## config.mk

```make
export PLATFORM = sky130hd
export DESIGN_NAME = fft_iter_butterfly_ctrl_flat
export DESIGN_NICKNAME = d
export VERILOG_FILES = /design/src/rtl/fft_pkg.sv /design/src/rtl/fft_iter_butterfly_ctrl_if.sv /design/src/rtl/fft_addr_fifo.sv /design/src/rtl/fft_iter_butterfly_ctrl.sv /design/src/flat_wrapper.sv
export SDC_FILE = /design/constraint.sdc
export NUM_CORES = 1
export LEC_CHECK = 0
export CELL_PAD_IN_SITES_DETAIL_PLACEMENT = 0
export CELL_PAD_IN_SITES_GLOBAL_PLACEMENT = 1
export CORE_UTILIZATION = 42
export DETAILED_ROUTE_END_ITERATION = 6
export PLACE_DENSITY = 0.8
export SKIP_CTS_REPAIR_TIMING = 1
export SLEW_MARGIN = 40
export SYNTH_ARGS = -nofsm -noshare
export SYNTH_HDL_FRONTEND = slang
export SYNTH_SLANG_ARGS = --single-unit
```

## constraint.sdc

```tcl
create_clock -name clk -period 4.8 [get_ports clk]
set_input_delay 0.72 -clock clk [delete_from_list [all_inputs] [get_ports clk]]
set_output_delay 0.72 -clock clk [all_outputs]
set_load 0.02 [all_outputs]
```

## src/rtl/fft_pkg.sv

```systemverilog
// Shared types and helpers for the iterative radix-2 DIT FFT controller.
package fft_pkg;

  typedef enum logic [1:0] {
    ST_IDLE  = 2'd0,
    ST_ISSUE = 2'd1,
    ST_DRAIN = 2'd2,
    ST_DONE  = 2'd3
  } fft_state_e;

  // Fields are sized for the largest supported transform (N_LOG2 = 12);
  // users keep only the low bits they need.
  typedef struct packed {
    logic [11:0] a;
    logic [11:0] b;
    logic [11:0] tw;
  } fft_addr_t;

  // Ceiling log2, usable in constant expressions. fft_clog2(1) = 0.
  function automatic int unsigned fft_clog2(input int unsigned v);
    int unsigned r;
    int unsigned x;
    r = 0;
    x = 1;
    while (x < v) begin
      x = x << 1;
      r = r + 1;
    end
    return r;
  endfunction

  // Operand and twiddle addresses of butterfly k in stage s.
  // A and B sit 2^s apart inside groups of 2^(s+1); the twiddle index
  // is the position within the group scaled to the full-size circle.
  function automatic fft_addr_t fft_addr(input logic [11:0] k,
                                         input int unsigned s,
                                         input int unsigned n_log2);
    fft_addr_t   r;
    logic [11:0] lo;
    lo   = k & ((12'd1 << s) - 12'd1);
    r.a  = ((k >> s) << (s + 1)) | lo;
    r.b  = r.a + (12'd1 << s);
    r.tw = lo << (n_log2 - 1 - s);
    return r;
  endfunction

endpackage

```

## src/rtl/fft_iter_butterfly_ctrl_if.sv

```systemverilog
// Controller-side bus: start/status, operand fetch, butterfly strobes
// and write-back. The controller uses the slave view.
interface fft_iter_butterfly_ctrl_if
  import fft_pkg::*;
#(
  parameter int N_LOG2 = 10
) ();
  localparam int SW = fft_clog2(N_LOG2);

  logic              start;
  logic              busy;
  logic              done;
  logic              rd_en;
  logic [N_LOG2-1:0] rd_addr_a;
  logic [N_LOG2-1:0] rd_addr_b;
  logic [N_LOG2-2:0] tw_addr;
  logic              but_strb;
  logic              but_strb_out;
  logic              wr_en;
  logic [N_LOG2-1:0] wr_addr_a;
  logic [N_LOG2-1:0] wr_addr_b;
  logic [SW-1:0]     stage;
  logic              err;

  modport slave (
    input  start, but_strb_out,
    output busy, done, rd_en, rd_addr_a, rd_addr_b, tw_addr, but_strb,
           wr_en, wr_addr_a, wr_addr_b, stage, err
  );

  modport master (
    output start, but_strb_out,
    input  busy, done, rd_en, rd_addr_a, rd_addr_b, tw_addr, but_strb,
           wr_en, wr_addr_a, wr_addr_b, stage, err
  );
endinterface

```

## src/rtl/fft_addr_fifo.sv

```systemverilog
// Write-back address queue. Head is visible combinationally so the
// write can use it in the same cycle as the butterfly result strobe.
module fft_addr_fifo
  import fft_pkg::*;
#(
  parameter int DW    = 20,
  parameter int DEPTH = 4
) (
  input  logic          clk,
  input  logic          rst,
  input  logic          push,
  input  logic [DW-1:0] din,
  input  logic          pop,
  output logic [DW-1:0] head,
  output logic          full,
  output logic          empty,
  output logic          one_left,
  output logic          ovf,
  output logic          udf
);
  localparam int AW = fft_clog2(DEPTH);

  // Pointers carry one extra MSB so full and empty are distinguishable.
  logic [AW:0]   wp_q, wp_d, rp_q, rp_d;
  logic [DW-1:0] mem_q [DEPTH];
  logic          push_ok, pop_ok;

  assign empty    = (wp_q == rp_q);
  assign full     = (wp_q[AW] != rp_q[AW]) && (wp_q[AW-1:0] == rp_q[AW-1:0]);
  assign one_left = ((wp_q - rp_q) == (AW+1)'(1));
  assign head     = mem_q[rp_q[AW-1:0]];

  // A pop frees a slot in the same cycle, so push-while-full is fine
  // when it coincides with a valid pop. A pop on empty is dropped.
  assign pop_ok  = pop && !empty;
  assign push_ok = push && (!full || pop_ok);
  assign ovf     = push && !push_ok;
  assign udf     = pop && empty;

  // Next pointer values.
  always_comb begin
    wp_d = wp_q;
    rp_d = rp_q;
    if (push_ok) wp_d = wp_q + (AW+1)'(1);
    if (pop_ok)  rp_d = rp_q + (AW+1)'(1);
  end

  // Pointer registers.
  always_ff @(posedge clk or negedge rst) begin
    if (!rst) begin
      wp_q <= '0;
      rp_q <= '0;
    end else begin
      wp_q <= wp_d;
      rp_q <= rp_d;
    end
  end

  // Storage; contents are only observed through non-empty slots.
  always_ff @(posedge clk) begin
    if (push_ok) mem_q[wp_q[AW-1:0]] <= din;
  end
endmodule

```

## src/rtl/fft_iter_butterfly_ctrl.sv

```systemverilog
// Operand-fetch / write-back sequencer for the in-place iterative
// radix-2 DIT FFT. Issues one butterfly every BUT_CLK_CYCLE cycles and
// drains between stages so reads never overtake earlier writes.
module fft_iter_butterfly_ctrl
  import fft_pkg::*;
#(
  parameter int N_LOG2        = 10,
  parameter int BUT_CLK_CYCLE = 5,
  parameter int MEM_RD_LAT    = 1,
  parameter int FIFO_DEPTH    = 4
) (
  input logic                     clk,
  input logic                     rst,
  fft_iter_butterfly_ctrl_if.slave bus
);
  localparam int SW = fft_clog2(N_LOG2);
  localparam int IW = fft_clog2(BUT_CLK_CYCLE) + 1;
  localparam int DW = 2 * N_LOG2;

  localparam logic [N_LOG2-1:0] K_LAST     = N_LOG2'((1 << (N_LOG2 - 1)) - 1);
  localparam logic [SW-1:0]     S_LAST     = SW'(N_LOG2 - 1);
  localparam logic [IW-1:0]     IVL_RELOAD = IW'(BUT_CLK_CYCLE - 1);

  fft_state_e            state_q, state_d;
  logic [SW-1:0]         s_q, s_d;
  logic [N_LOG2-1:0]     k_q, k_d;
  logic [IW-1:0]         ivl_q, ivl_d;
  logic [MEM_RD_LAT-1:0] dly_q, dly_d;
  logic                  err_q;

  logic                  fire;
  logic                  busy, done;
  logic                  drained;
  fft_addr_t             addr;
  logic [DW-1:0]         fifo_head;
  logic                  fifo_full, fifo_empty, fifo_one, fifo_ovf, fifo_udf;
  logic [36:0]           unused_bits;

  assign fire = (state_q == ST_ISSUE) && (ivl_q == '0);
  assign addr = fft_addr(12'(k_q), 32'(s_q), N_LOG2);

  // The stage is complete once no read is still in the memory pipe and
  // the queue is empty, or its last entry is being written back now.
  assign drained = (dly_q == '0) &&
                   (fifo_empty || (fifo_one && bus.but_strb_out));

  // FSM state and counter registers.
  always_ff @(posedge clk or negedge rst) begin
    if (!rst) begin
      state_q <= ST_IDLE;
      s_q     <= '0;
      k_q     <= '0;
      ivl_q   <= '0;
    end else begin
      state_q <= state_d;
      s_q     <= s_d;
      k_q     <= k_d;
      ivl_q   <= ivl_d;
    end
  end

  // Next-state, counter updates and status outputs.
  always_comb begin
    state_d = state_q;
    s_d     = s_q;
    k_d     = k_q;
    ivl_d   = ivl_q;
    busy    = 1'b0;
    done    = 1'b0;
    unique case (state_q)
      ST_IDLE: begin
        s_d   = '0;
        k_d   = '0;
        ivl_d = '0;
        if (bus.start) state_d = ST_ISSUE;
      end
      ST_ISSUE: begin
        busy = 1'b1;
        if (fire) begin
          ivl_d = IVL_RELOAD;
          k_d   = k_q + N_LOG2'(1);
          if (k_q == K_LAST) state_d = ST_DRAIN;
        end else begin
          ivl_d = ivl_q - IW'(1);
        end
      end
      ST_DRAIN: begin
        busy = 1'b1;
        if (drained) begin
          if (s_q != S_LAST) begin
            s_d     = s_q + SW'(1);
            k_d     = '0;
            ivl_d   = '0;
            state_d = ST_ISSUE;
          end else begin
            state_d = ST_DONE;
          end
        end
      end
      ST_DONE: begin
        done    = 1'b1;
        state_d = ST_IDLE;
      end
      default: state_d = ST_IDLE;
    endcase
  end

  // Read-strobe delay line matching the memory read latency.
  assign dly_d[0] = fire;
  genvar gi;
  for (gi = 1; gi < MEM_RD_LAT; gi++) begin : g_dly
    assign dly_d[gi] = dly_q[gi-1];
  end

  // Delay-line register.
  always_ff @(posedge clk or negedge rst) begin
    if (!rst) dly_q <= '0;
    else      dly_q <= dly_d;
  end

  // Sticky error on queue overflow or underflow.
  always_ff @(posedge clk or negedge rst) begin
    if (!rst)                      err_q <= 1'b0;
    else if (fifo_ovf || fifo_udf) err_q <= 1'b1;
  end

  fft_addr_fifo #(
    .DW    (DW),
    .DEPTH (FIFO_DEPTH)
  ) u_fifo (
    .clk      (clk),
    .rst      (rst),
    .push     (fire),
    .din      ({addr.a[N_LOG2-1:0], addr.b[N_LOG2-1:0]}),
    .pop      (bus.but_strb_out),
    .head     (fifo_head),
    .full     (fifo_full),
    .empty    (fifo_empty),
    .one_left (fifo_one),
    .ovf      (fifo_ovf),
    .udf      (fifo_udf)
  );

  // Upper struct bits and the full flag are not needed here.
  assign unused_bits = {addr, fifo_full};

  assign bus.busy      = busy;
  assign bus.done      = done;
  assign bus.rd_en     = fire;
  assign bus.rd_addr_a = fire ? addr.a[N_LOG2-1:0]  : '0;
  assign bus.rd_addr_b = fire ? addr.b[N_LOG2-1:0]  : '0;
  assign bus.tw_addr   = fire ? addr.tw[N_LOG2-2:0] : '0;
  assign bus.but_strb  = dly_q[MEM_RD_LAT-1];
  // Write strobe follows the butterfly directly but is held low in reset;
  // addresses read as zero when there is no queued pair.
  assign bus.wr_en     = bus.but_strb_out & rst;
  assign bus.wr_addr_a = fifo_empty ? '0 : fifo_head[DW-1:N_LOG2];
  assign bus.wr_addr_b = fifo_empty ? '0 : fifo_head[N_LOG2-1:0];
  assign bus.stage     = s_q;
  assign bus.err       = err_q;
endmodule

```

## src/flat_wrapper.sv

```systemverilog
// flat-port wrapper written by rule: the top's interface ports become plain ports
module fft_iter_butterfly_ctrl_flat import fft_pkg::*;
#(
  parameter int N_LOG2        = 10,
  parameter int BUT_CLK_CYCLE = 5,
  parameter int MEM_RD_LAT    = 1,
  parameter int FIFO_DEPTH    = 4
)
  (clk, rst, bus_start, bus_but_strb_out, bus_busy, bus_done, bus_rd_en, bus_rd_addr_a, bus_rd_addr_b, bus_tw_addr, bus_but_strb, bus_wr_en, bus_wr_addr_a, bus_wr_addr_b, bus_stage, bus_err);
  fft_iter_butterfly_ctrl_if #(.N_LOG2(N_LOG2)) bus_i ();
  input logic clk;
  input logic rst;
  input wire logic [$bits(bus_i.start)-1:0] bus_start;
  input wire logic [$bits(bus_i.but_strb_out)-1:0] bus_but_strb_out;
  output wire logic [$bits(bus_i.busy)-1:0] bus_busy;
  output wire logic [$bits(bus_i.done)-1:0] bus_done;
  output wire logic [$bits(bus_i.rd_en)-1:0] bus_rd_en;
  output wire logic [$bits(bus_i.rd_addr_a)-1:0] bus_rd_addr_a;
  output wire logic [$bits(bus_i.rd_addr_b)-1:0] bus_rd_addr_b;
  output wire logic [$bits(bus_i.tw_addr)-1:0] bus_tw_addr;
  output wire logic [$bits(bus_i.but_strb)-1:0] bus_but_strb;
  output wire logic [$bits(bus_i.wr_en)-1:0] bus_wr_en;
  output wire logic [$bits(bus_i.wr_addr_a)-1:0] bus_wr_addr_a;
  output wire logic [$bits(bus_i.wr_addr_b)-1:0] bus_wr_addr_b;
  output wire logic [$bits(bus_i.stage)-1:0] bus_stage;
  output wire logic [$bits(bus_i.err)-1:0] bus_err;
  assign bus_i.start = bus_start;
  assign bus_i.but_strb_out = bus_but_strb_out;
  assign bus_busy = bus_i.busy;
  assign bus_done = bus_i.done;
  assign bus_rd_en = bus_i.rd_en;
  assign bus_rd_addr_a = bus_i.rd_addr_a;
  assign bus_rd_addr_b = bus_i.rd_addr_b;
  assign bus_tw_addr = bus_i.tw_addr;
  assign bus_but_strb = bus_i.but_strb;
  assign bus_wr_en = bus_i.wr_en;
  assign bus_wr_addr_a = bus_i.wr_addr_a;
  assign bus_wr_addr_b = bus_i.wr_addr_b;
  assign bus_stage = bus_i.stage;
  assign bus_err = bus_i.err;
  fft_iter_butterfly_ctrl #(.N_LOG2(N_LOG2), .BUT_CLK_CYCLE(BUT_CLK_CYCLE), .MEM_RD_LAT(MEM_RD_LAT), .FIFO_DEPTH(FIFO_DEPTH)) u_core (.clk(clk), .rst(rst), .bus(bus_i));
endmodule
```

==> flow_metrics.py, run 1 <==
metrics = {
    "outcome": {
        "status": "finished, final reports clean",
    },
    "run": {
        "maxCapViolCount": 0,
    },
    "floorplan": {
        "die-area_mm2": 0.0167,
        "std_cell_rows": 46,
        "die_h_um": 129,
        "start_util_pct": 43.0,
        "die_x_um": 129,
        "ioPinCount": 63,
        "core_area_mm2": 0.0158,
    },
    "setup_path": {
        "crit_path_cell_trace": "buf_12 -> mux2i_1 -> nand2b_1 -> a311oi_2 -> a32o_1 -> ha_1 -> inv_1 -> fa_1 -> nor2b_1 -> o21ai_1 -> a21oi_1 -> o21ai_1 -> a21oi_1 -> xor2_2 -> and2_1 -> dlymetal6s2s_1",
        "crit_family": "compound AO/OA/AOI/OAI gates",
        "worstReg2RegEnd": "u_core.u_fifo.mem_q[1][8]$_DFFE_PP_",
        "path_max_fanout": 16,
        "critPathArrivalTime_ns": 3.99,
        "crit_path_end_kind": "primary output",
        "crit_slowest_cell": "dfrtp_2",
        "path_class": "reg -> out",
        "cp_num_buf_inv": 3,
        "start_kind": "flip-flop",
        "max_stage_delay_ns": 0.47,
        "ff2ff_path_depth": 14,
        "reg2reg_from": "u_core.bus.stage[1]$_DFFE_PN0P_",
        "r2r_slack_ns": 1.36,
        "required_ns": 4.08,
    },
    "cts": {
        "clock_path_buffers": 2,
        "htreeDepth": 3,
        "cts_root_buf": "clkbuf_16",
        "insertion_delay_ns": 0.36,
        "cts_inserted_buffers": 9,
        "cts_tree": "yes",
        "cts_num_sinks": 108,
        "clk_pin_slew_ns": 0.08,
    },
    "timing": {
        "rsz0062_at_grt": "yes",
        "hold_viol": 0,
        "setup_violations": 0,
        "fin_skew_ns": 0.00835,
        "worst_pin_slew_ns": 0.655,
        "fin_crit_sh_pct": 98.2,
        "fin_tns_setup_ns": 0,
        "max_freq_mhz": 212,
        "fin_ws_ns": 0.0854,
        "finalCriticalPeriod_ns": 4.71,
        "relSlewSlack_pct": 56.3,
        "drv_slew": 0,
    },
    "routing": {
        "wl_per_cell_um": 18.5,
        "drtIter0Drc": 425,
        "wl_um": 17800,
        "dr.pass1.iters": 5,
        "via_per_inst": 5.57,
        "via_count": 5345,
        "drc": 0,
        "ant_nets": 0,
    },
    "synthesis": {
        "synth_area_mm2": 0.00680,
        "synthTopCellsByCount": "edfxtp_1 (80), nand2_1 (62), ha_1 (33)",
        "synth_ff_type": "edfxtp_1",
        "ys_ff_latch": 108,
        "yosysSeqAreaShare_pct": 45.6,
        "ys_types": 75,
        "synthTopCellsByArea": "edfxtp_1 (35%), dfrtp_1 (10%), mux4_2 (7.3%)",
        "avgSynthCellArea_um2": 10.8,
        "yosys_warnings": 0,
        "yosysTopAreaCell": "edfxtp_1",
        "yosysTopAreaCellShare_pct": 35.3,
        "syn_inst": 628,
        "synth-async-reset-ratio_pct": 25.9,
        "syn_nets": 667,
        "yosysMostFrequentCell": "edfxtp_1",
        "synth_edf_count": 80,
    },
    "min_path": {
        "min_path_type": "reg -> reg",
        "hp-start": "u_core.u_fifo.wp_q[2]$_DFFE_PN0P_",
        "hold_path_depth": 1,
        "holdPathEnd": "u_core.u_fifo.wp_q[2]$_DFFE_PN0P_",
    },
    "pwr": {
        "ir_worst_vdd_mv": 0.340,
        "comb_power_share_pct": 54.1,
        "intPower_mw": 2.70,
        "leakage_nw": 3.41,
        "swShare_pct": 40.9,
        "power_density_mw_per_mm2": 536,
        "p_clk_share_pct": 16.8,
        "finalPower_mw": 4.56,
        "power.switching_mw": 1.86,
        "p_seq_share_pct": 29.1,
    },
    "global_route": {
        "grt_pass1_wl_um": 27700,
        "grt_usage_pct": 22.1,
        "grt_overflow": 0,
        "grt_max_degree": 30,
        "grt_pass1_vias": 5075,
        "antenna_found_initial": 0,
    },
    "placed_design": {
        "dp_slack_ns": -0.00320,
        "dp_hpwl_um": 13000,
        "place.gp.congestion": 0.882,
        "port_buffers": 62,
        "post_dp_cell_area_mm2": 0.00812,
    },
    "layout": {
        "final_cell_area_mm2": 0.00850,
        "area_growth_pct": 25.0,
        "final_util_pct": 53.7,
        "layout.nets": 777,
        "antenna_cells": 0,
        "layout-drive-gt1-share_pct": 20.7,
    },
}
-- per-stage QoR --
step / hold WS, ns / instances
after CTS: 0.496 / 958
final: 0.490 / 959
after detailed placement: 0.483 / 942
after global placement: 0.480 / 942
after floorplan: 0.424 / 628
after global routing: 0.532 / 959
-- how the worst max path moves through the flow --
stage	start	end	slack, ns	cells past startpoint
floorplan	u_core.bus.stage[0]$_DFFE_PN0P_	bus_rd_addr_b[9]	0.02	21
global placement	u_core.bus.stage[0]$_DFFE_PN0P_	bus_rd_addr_b[9]	0.06	15
detailed placement	u_core.bus.stage[0]$_DFFE_PN0P_	bus_rd_addr_b[9]	-0.003	15
CTS	u_core.bus.stage[0]$_DFFE_PN0P_	bus_rd_addr_b[9]	-0.40	15
global route	u_core.bus.stage[0]$_DFFE_PN0P_	bus_rd_addr_b[8]	-0.18	16
finish	u_core.bus.stage[1]$_DFFE_PN0P_	bus_rd_addr_b[8]	0.09	16
-- placed cells by master, fill, tap and decap left out, types with 12 or more instances in the layout --
cell             count
o21ai_0             16
mux2i_1             14
clkdlybuf4s50_1     56
o21ai_1             12
dfrtp_1             26
and2_1              21
buf_4               72
mux4_2              22
a21oi_1             29
edfxtp_1            80
nor3_1              12
ha_1                30
nor2b_1             31
nor2_1              31
nand2_1             61
nand3_1             12
inv_1               28
-- metal layers --
metal | up-vias | wire (um) | GRT usage [%]
met3 | 31 | 1030 | 3.72
met4 | 0 | 500 | 8.10
met1 | 2594 | 7880 | 29.9
met2 | 195 | 8340 | 35.8
met5 | - | 0 | 0
li1 | 2525 | - | -
-- sequential cells by signal, indices dropped and copies added (netlist names) --
name,flops
u_core.state_q,2
u_core.bus.but_strb,1
u_core.ivl_q,4
u_core.bus.stage,4
u_core.u_fifo.wp_q,3
u_core.u_fifo.mem_q,80
u_core.bus.err,1
u_core.k_q,10
u_core.u_fifo.rp_q,3
-- layout make-up --
type | instances | area (um^2)
inverter | 33 | 124
clock inverter | 7 | 81.3
multi-input combinational | 449 | 3470
tap | 216 | 270
fill | 1373 | 7330
sequential | 108 | 3110
clock buffer | 9 | 225
timing repair buffer | 137 | 1220
-- logic make-up after synthesis --
family	Yosys count	share of synthesized area, %
buffers and inverters	71	4.34
muxes	43	10.8
and+or+nand+nor	218	16.5
AOI/OAI and AO/OA	137	13.8
adders and majority gates	35	6.66
DFF	108	45.6
xor gates and xnor gates	16	2.26
-- power groups by stage --
| stage | Combinational [mW] | Clock [mW] | Sequential, mW |
|---|---|---|---|
| 3_3_place_gp | 2.42 | 0 | 1.34 |
| 6_report | 2.47 | 0.766 | 1.33 |
| 4_1_cts | 2.47 | 0.780 | 1.33 |
| 5_1_grt | 2.68 | 0.823 | 1.35 |
| 3_5_place_dp | 2.45 | 0 | 1.35 |
| 2_1_floorplan | 1.54 | 0 | 1.31 |
(Power assumes the default switching activity.)
==> inputs of run 2 (changes only) <==
--- a/config.mk
+++ b/config.mk
@@ -7,9 +7,9 @@
 export LEC_CHECK = 0
 export CELL_PAD_IN_SITES_DETAIL_PLACEMENT = 0
 export CELL_PAD_IN_SITES_GLOBAL_PLACEMENT = 1
-export CORE_UTILIZATION = 42
+export CORE_UTILIZATION = 29
 export DETAILED_ROUTE_END_ITERATION = 6
-export PLACE_DENSITY = 0.8
+export PLACE_DENSITY = 0.58
 export SKIP_CTS_REPAIR_TIMING = 1
 export SLEW_MARGIN = 40
 export SYNTH_ARGS = -nofsm -noshare
==> constraint.sdc (replaced) <==
create_clock -name clk -period 5.35 [get_ports clk]
set_input_delay 0.8025 -clock clk [delete_from_list [all_inputs] [get_ports clk]]
set_output_delay 0.8025 -clock clk [all_outputs]
set_load 0.02 [all_outputs]
==> run 2 against run 1 <==
Power decreased by 11%. Sequential power is 9.8% lower. Combinational power fell by 13%. Worst hold slack better by 0.0090 ns. Final cell count increased by 7.2%. Register-to-register slack better by 0.26 ns. First-iteration DRC count down 35%. Clock skew up 0.0088 ns. Critical path type unchanged. Critical endpoint is now bus_rd_addr_b[5]. Largest cell class unchanged. Highest routed layer unchanged.
==> flow_metrics.py, run 2 (synthesis gave the netlist of run 1 again) <==
metrics = {
    "outcome": {
        "status": "finished, final reports clean",
    },
    "routing": {
        "drtIter0Drc": 276,
        "ant_nets": 0,
        "via_count": 5218,
        "via_per_inst": 5.08,
        "drc": 0,
        "dr.pass1.iters": 5,
        "wl_um": 19000,
        "wl_per_cell_um": 18.5,
    },
    "layout": {
        "final_cell_mix": "edfxtp_1 (80), nand2_1 (61), clkdlybuf4s50_1 (59)",
        "layout-drive-gt1-share_pct": 17.8,
        "antenna_cells": 0,
        "area_growth_pct": 23.6,
        "fillerInstances": 2294,
        "layout_commonest_cell": "edfxtp_1",
        "multi_input_area_mm2": 0.00349,
        "largest_reg_flops": 80,
        "layout.nets": 749,
        "seqCellArea_mm2": 0.00311,
    },
    "cts": {
        "clk_pin_slew_ns": 0.08,
        "cts_inserted_buffers": 9,
        "htreeDepth": 3,
        "cts_num_sinks": 108,
        "cts_tree": "yes",
        "cts_root_buf": "clkbuf_16",
        "insertion_delay_ns": 0.36,
        "clock_path_buffers": 2,
    },
    "floorplan": {
        "die-area_mm2": 0.0241,
        "core_area_mm2": 0.0228,
        "die_x_um": 155,
        "die_h_um": 155,
        "ioPinCount": 63,
        "start_util_pct": 29.8,
        "std_cell_rows": 55,
    },
    "global_route": {
        "grt_overflow": 0,
        "grt_usage_pct": 16.3,
        "grt_pass1_vias": 5136,
        "antenna_found_initial": 0,
        "grt_max_degree": 29,
        "grt_pass1_wl_um": 30000,
    },
    "timing": {
        "rsz0062_at_grt": "yes",
        "relSlewSlack_pct": 55.3,
        "fin_skew_ns": 0.0171,
        "worst_pin_slew_ns": 0.662,
        "drv_slew": 0,
        "fin_crit_sh_pct": 95.9,
        "max_freq_mhz": 195,
        "setup_violations": 0,
        "finalCriticalPeriod_ns": 5.13,
        "hold-worst-slack_ns": 0.499,
        "hold_viol": 0,
    },
    "pwr": {
        "p_clk_share_pct": 17.5,
        "power_density_mw_per_mm2": 481,
        "swShare_pct": 41.2,
        "leakage_nw": 3.25,
        "p_seq_share_pct": 29.7,
        "finalPower_mw": 4.04,
        "comb_power_share_pct": 52.8,
        "ir_worst_vdd_mv": 0.229,
        "intPower_mw": 2.38,
        "power.switching_mw": 1.67,
    },
    "setup_path": {
        "path_class": "reg -> out",
        "critPathArrivalTime_ns": 4.33,
        "path_max_fanout": 8,
        "start_kind": "flip-flop",
        "required_ns": 4.55,
        "crit_path_end_kind": "primary output",
    },
    "run": {
        "maxCapViolCount": 0,
    },
    "placed_design": {
        "place.gp.congestion": 0.883,
        "dp_hpwl_um": 13900,
        "port_buffers": 62,
    },
    "min_path": {
        "min_path_type": "reg -> reg",
    },
}
## run 2: layer usage
| metal | routed length (um) | global-route usage [%] | part of all wire (%) | up-vias |
|---|---|---|---|---|
| met3 | 752 | 2.70 | 4.0 | 27 |
| met4 | 404 | 4.29 | 2.1 | 0 |
| met5 | 0 | 0 | 0 | - |
| li1 | - | - | - | 2479 |
| met1 | 8990 | 22.6 | 47 | 2562 |
| met2 | 8870 | 26.3 | 47 | 150 |
## run 2: path summary, 6_finish.rpt
path | startpoint | to | cells past startpoint | slack (ns)
worst min register to register | u_core.u_fifo.wp_q[2]$_DFFE_PN0P_ | u_core.u_fifo.wp_q[2]$_DFFE_PN0P_ | 1 | 0.50
max in group asynchronous | rst | u_core.u_fifo.rp_q[1]$_DFFE_PN0P_ | 2 | 4.06
min in group asynchronous | rst | u_core.ivl_q[3]$_DFFE_PN0P_ | 2 | 0.97
worst min-delay path | u_core.u_fifo.wp_q[2]$_DFFE_PN0P_ | u_core.u_fifo.wp_q[2]$_DFFE_PN0P_ | 1 | 0.50
worst max-delay path | u_core.bus.stage[0]$_DFFE_PN0P_ | bus_rd_addr_b[5] | 15 | 0.22
worst max register to register | u_core.bus.stage[1]$_DFFE_PN0P_ | u_core.u_fifo.mem_q[0][9]$_DFFE_PP_ | 16 | 1.62
## run 2: cell type report
cell class                 count  area share [%]
clock buffer                  10            2.72
clock inverter                 6           0.982
inverter                      33            1.47
multi-input combinational    449            41.5
sequential                   108            36.9
tap                          313            4.66
timing repair buffer         109            11.7
## run 2: worst max-delay path, cell delays in order (launching register included)
cell and delay [ns]:
dfrtp_2 0.49, buf_4 0.16, mux2_4 0.29, a21oi_2 0.20, a311o_1 0.28, nand2_1 0.11
a31oi_2 0.24, inv_1 0.16, ha_1 0.29, a21o_1 0.18, a21oi_1 0.24, o21ai_0 0.11
a21oi_1 0.18, xnor2_1 0.25, and2_1 0.19, clkdlybuf4s50_1 0.60
## run 2: stage by stage
step / area, um^2 / TNS (ns) / cells / utilization (%) / worst slack (ns)
floorplan: 6800 / 0 / 628 / - / 0.332
global placement: 7950 / 0 / 1006 / 34.8 / 0.193
detailed placement: 7960 / 0 / 1006 / 34.8 / 0.146
CTS: 8270 / -0.824 / 1022 / 36.2 / -0.279
global route: 8410 / -0.0523 / 1028 / 36.8 / -0.0523
finish: 8410 / 0 / 1028 / 36.8 / 0.218
## run 2: power by group through the flow
stage / Combinational, mW / Clock, mW / Sequential [mW]
after global placement: 2.12 / 0 / 1.22
after floorplan: 1.38 / 0 / 1.18
final: 2.14 / 0.707 / 1.20
after detailed placement: 2.13 / 0 / 1.23
after global routing: 2.34 / 0.752 / 1.22
after CTS: 2.14 / 0.724 / 1.21
